File: src/rtl/rca_multibyte_seq_ctrl.sv
// rca_multibyte_seq_ctrl: adds two WORDS-byte operands one byte per clock
// on a single 8-bit ripple-carry adder, LSB byte first, carrying between
// bytes in a register. done pulses for one cycle when the sum is complete.
module rca_multibyte_seq_ctrl #(
  parameter int WORDS = 4
) (
  input  logic                 clk,
  input  logic                 rst,
  input  logic                 start,
  input  logic [8*WORDS-1:0]   a_in,
  input  logic [8*WORDS-1:0]   b_in,
  input  logic                 cin_in,
  output logic                 busy,
  output logic                 done,
  output logic [8*WORDS-1:0]   result,
  output logic                 cout,
  output logic                 ovf
);

  localparam int W     = 8 * WORDS;
  localparam int IDX_W = (WORDS > 1) ? $clog2(WORDS) : 1;
  localparam logic [IDX_W-1:0] IDX_LAST = IDX_W'(WORDS - 1);

  typedef enum logic [1:0] {
    S_IDLE = 2'd0,
    S_ADD  = 2'd1,
    S_DONE = 2'd2
  } state_t;

  state_t             state_q, state_d;
  logic [IDX_W-1:0]   idx_q, idx_d;
  logic               carry_q, carry_d;
  logic [W-1:0]       a_q, a_d;
  logic [W-1:0]       b_q, b_d;
  logic [W-1:0]       result_q, result_d;
  logic               cout_q, cout_d;
  logic               ovf_q, ovf_d;

  logic [7:0]         byte_a;
  logic [7:0]         byte_b;
  logic [8:0]         add_out;

  // Behavioural model of the shared 8-bit ripple-carry adder: {cout, sum}.
  function automatic logic [8:0] rca8(input logic [7:0] a,
                                      input logic [7:0] b,
                                      input logic       ci);
    logic [7:0] s;
    logic       c;
    c = ci;
    for (int i = 0; i < 8; i++) begin
      s[i] = a[i] ^ b[i] ^ c;
      c    = (a[i] & b[i]) | (a[i] & c) | (b[i] & c);
    end
    return {c, s};
  endfunction

  // Signed overflow of the full-width add, judged from the operand and sum sign bits.
  function automatic logic signed_ovf(input logic sa, input logic sb, input logic ss);
    return (sa == sb) && (ss != sa);
  endfunction

  // Next-state, byte-slice adder datapath and result assembly.
  always_comb begin
    state_d  = state_q;
    idx_d    = idx_q;
    carry_d  = carry_q;
    a_d      = a_q;
    b_d      = b_q;
    result_d = result_q;
    cout_d   = cout_q;
    ovf_d    = ovf_q;

    byte_a  = a_q[8*idx_q +: 8];
    byte_b  = b_q[8*idx_q +: 8];
    add_out = rca8(byte_a, byte_b, carry_q);

    unique case (state_q)
      S_IDLE: begin
        if (start) begin
          a_d     = a_in;
          b_d     = b_in;
          carry_d = cin_in;
          idx_d   = '0;
          state_d = S_ADD;
        end
      end
      S_ADD: begin
        result_d[8*idx_q +: 8] = add_out[7:0];
        carry_d                = add_out[8];
        if (idx_q == IDX_LAST) begin
          // Hold idx on the top byte so it never wraps.
          cout_d  = add_out[8];
          ovf_d   = signed_ovf(a_q[W-1], b_q[W-1], add_out[7]);
          state_d = S_DONE;
        end else begin
          idx_d = idx_q + IDX_W'(1);
        end
      end
      S_DONE: begin
        state_d = S_IDLE;
      end
      default: begin
        state_d = S_IDLE;
      end
    endcase
  end

  // State and datapath registers; reset clears everything, including partial sums.
  always_ff @(posedge clk) begin
    if (rst) begin
      state_q  <= S_IDLE;
      idx_q    <= '0;
      carry_q  <= 1'b0;
      a_q      <= '0;
      b_q      <= '0;
      result_q <= '0;
      cout_q   <= 1'b0;
      ovf_q    <= 1'b0;
    end else begin
      state_q  <= state_d;
      idx_q    <= idx_d;
      carry_q  <= carry_d;
      a_q      <= a_d;
      b_q      <= b_d;
      result_q <= result_d;
      cout_q   <= cout_d;
      ovf_q    <= ovf_d;
    end
  end

  assign busy   = (state_q == S_ADD);
  assign done   = (state_q == S_DONE);
  assign result = result_q;
  assign cout   = cout_q;
  assign ovf    = ovf_q;

endmodule
File: config.mk
export PLATFORM = sky130hd
export DESIGN_NAME = rca_multibyte_seq_ctrl
export DESIGN_NICKNAME = d
export VERILOG_FILES = /design/src/rtl/rca_multibyte_seq_ctrl.sv
export SDC_FILE = /design/constraint.sdc
export NUM_CORES = 1
export LEC_CHECK = 0
export CELL_PAD_IN_SITES_DETAIL_PLACEMENT = 0
export CELL_PAD_IN_SITES_GLOBAL_PLACEMENT = 1
export CORE_MARGIN = 4
export CORE_UTILIZATION = 40
export DETAILED_ROUTE_END_ITERATION = 8
export HOLD_SLACK_MARGIN = 0.06
export PLACE_DENSITY_LB_ADDON = 0.12
export SETUP_SLACK_MARGIN = 0.15
export SLEW_MARGIN = 30
export SYNTH_ARGS = -nofsm -noshare
export SYNTH_HDL_FRONTEND = slang
export SYNTH_SLANG_ARGS = --single-unit
File: constraint.sdc
create_clock -name clk -period 13.3 [get_ports clk]
set_clock_uncertainty 0.2 [all_clocks]
set_input_delay 3.99 -clock clk [delete_from_list [all_inputs] [get_ports clk]]
set_output_delay 3.99 -clock clk [all_outputs]
set_load 0.01 [all_outputs]
==> flow_metrics.env <==
export IMPL_status="complete, no violations"
export IMPL_post_route_period_util=0.485
export IMPL_worst_pin_slew_ns=0.929
export IMPL_drive_gt1_frac=0.0850
export IMPL_grt_pass1_wl_um=16300
export IMPL_cts_htree_levels=3
export IMPL_drv_cap=0
export IMPL_cts_buffers=9
export IMPL_synth_cell_type_count=30
export IMPL_yosys_warnings=0
export IMPL_tns_ns=0
export IMPL_worstPathMaxFanout=11
export IMPL_drt_initial_drc_count=162
export IMPL_n_antenna_cell=0
export IMPL_max_stage_delay_ns=0.77
export IMPL_grt_pass1_vias=3270
export IMPL_die_area_mm2=0.0124
export IMPL_p_per_area_mw_per_mm2=115
export IMPL_grtUsageTotal=0.163
export IMPL_critPathKind="flop to output port"
export IMPL_dieHeight_um=111
export IMPL_overflow=0
export IMPL_dp_slack_ns=7.23
export IMPL_yosysSeqAreaShare=0.484
export IMPL_place_congestion=0.736
export IMPL_hold_class="flop to flop"
export IMPL_drcViolationCount=0
export IMPL_layout_commonest_cell="nand2_1"
export IMPL_wl_um=10200
export IMPL_place_hpwl_um=7170
export IMPL_final_cell_mix="129 x nand2_1, 103 x dfxtp_1, 102 x clkdlybuf4s50_1, 68 x a21oi_1, 32 x a22o_1"
export IMPL_io_pins=104
export IMPL_critPathCaptureType="output port"
export IMPL_setup_slack_ns=6.85
export IMPL_final_hold_violation_count=0
export IMPL_cts_sinks=103
export IMPL_clock_path_buffers=2
export IMPL_path_buf_inv=1
export IMPL_cp_data_arrival_time_ns=2.26
export IMPL_ir_drop_v=0.0000676
export IMPL_cp_required_ns=9.11
export IMPL_viasPerCell=5.01
export IMPL_via_count=3395
export IMPL_ys_top_cells_by_area="dfxtp_1 48%, nand2_1 11%, mux4_2 8.5%"
export IMPL_setup_viol=0
export IMPL_cts_tree="done"
export IMPL_rows=37
export IMPL_path_cells="nor2b_1 -> clkdlybuf4s50_1"
export IMPL_maxSlewViolCount=0
export IMPL_synth_top_area_cell="dfxtp_1"
export IMPL_busiest_layer="met2"
export IMPL_die_width_um=111
export IMPL_post_dp_cell_area_mm2=0.00532
export IMPL_grtUsageMet2=0.264
export IMPL_max_freq_mhz=155
export IMPL_nFillCells=997
export IMPL_holdWs_ns=0.256
export IMPL_clk_latency_ns=0.36
export IMPL_clock_root_buffer="clkbuf_8"
export IMPL_crit_path_top_delay_cell="nor2b_1"
export IMPL_relSlewSlack=0.379
export IMPL_final_area_mm2=0.00554
export IMPL_syn2layout_area_growth_pct=30.2
export IMPL_syn_avg_cell_area_um2=9.48
export IMPL_use_met1=0.220
export IMPL_core_area_mm2=0.0103
export IMPL_synth_seq_cells=103
export IMPL_cts_setup_buffers=0
export IMPL_antenna_found_initial=0
export IMPL_ctsHoldBuffers=0
export IMPL_rsz0062_at_grt="no"
export IMPL_synth_nets=531
export IMPL_wire_per_inst_um=15.1
export IMPL_layout_cells_non_filler=677
export IMPL_initial_core_util=0.412
export IMPL_syn_inst=449
export IMPL_path_clk_slew_ns=0.09
export IMPL_first_pass_iters=4
export IMPL_period_minus_slack_ns=6.45
export IMPL_power_leakage_nw=2.01
export IMPL_synth_top_area_share=0.484
export IMPL_netlist_area_mm2=0.00426
export IMPL_port_buffers=103
export IMPL_antenna_left=0
export IMPL_dp_cells=661
export IMPL_start_kind="flop"
export IMPL_crit_family="simple AND/OR/NAND/NOR gates"
export IMPL_met3_usage=0.0273
export IMPL_grt_max_degree=85
export IMPL_cts_resized=0
export IMPL_nNetsFinal=618
## final timing paths
| check | from | end | slack [ns] | cells past startpoint |
|---|---|---|---|---|
| setup reg to reg | idx_q[0] | result[15] | 7.99 | 14 |
| hold reg to reg | b_q[25] | b_q[25] | 0.26 | 2 |
| setup / recovery | state_q[0] | busy | 6.85 | 2 |
| hold / removal | b_q[25] | b_q[25] | 0.26 | 2 |
## final cells by class
class                           instances  area (um2)  area share
Sequential cell                       103        2060       0.372
Timing Repair Buffer                  109        1070       0.193
Multi-Input combinational cell        296        1950       0.352
Tap cell                              136         170      0.0307
Clock inverter                          7         104      0.0187
Clock buffer                            9         124      0.0223
Inverter                               17        63.8      0.0115
## sequential cells by signal (all words and copies together) (netlist names)
signal   cells
a_q         32
b_q         32
result      32
idx_q        2
state_q      2
carry_q      1
cout         1
ovf          1
## worst min-delay path: cells and delay by family, from the launching register on
family	cells	cell delay, ns
compound gates	1	0.05
flops	1	0.32
simple gates	1	0.05
## layer usage
| layer | share of wire | wire length (um) |
|---|---|---|
| met4 | 0.016 | 165 |
| met3 | 0.056 | 574 |
| met1 | 0.45 | 4580 |
| met2 | 0.48 | 4890 |
| met5 | 0 | 0 |
## synth_stat cells, drive strengths merged
| cell | instances |
|---|---|
| nand4b | 1 |
| o31ai | 1 |
| a211oi | 1 |
| a2111oi | 1 |
| nand3b | 2 |
| buf | 22 |
| mux4 | 16 |
| nor3 | 2 |
| clkbuf | 11 |
| and4 | 3 |
| nor2b | 4 |
| and3b | 1 |
| dfxtp | 103 |
| nor2 | 10 |
| nand3 | 2 |
| a22o | 32 |
| nand2 | 129 |
| ha | 6 |
| nor3b | 2 |
| fa | 8 |
| inv | 17 |
| and4b | 1 |
| a21oi | 72 |
| or3b | 2 |
## per-stage QoR
step	utilization	total power, mW
finish	0.537	0.639
global route	0.537	0.667
CTS	0.537	0.646
detailed placement	0.515	0.429
global placement	0.515	0.427
floorplan	-	0.391
## logic make-up (layout without fill, tap and decap cells)
logic type / after synthesis / count (layout) / synth area share
multiplexers: 16 / 16 / 0.0846
buffers and inverters: 50 / 142 / 0.0591
adder cells (fa/ha/maj): 14 / 14 / 0.0552
AND/OR/NAND/NOR: 159 / 159 / 0.157
flip-flops: 103 / 103 / 0.484
AO/OA/AOI/OAI: 107 / 107 / 0.160
## report_power, final
part	internal, mW	switching (mW)
Clock	0.108	0.111
Sequential	0.322	0.00857
Combinational	0.0435	0.0460
No activity file was read; power rests on OpenSTA's default activity.
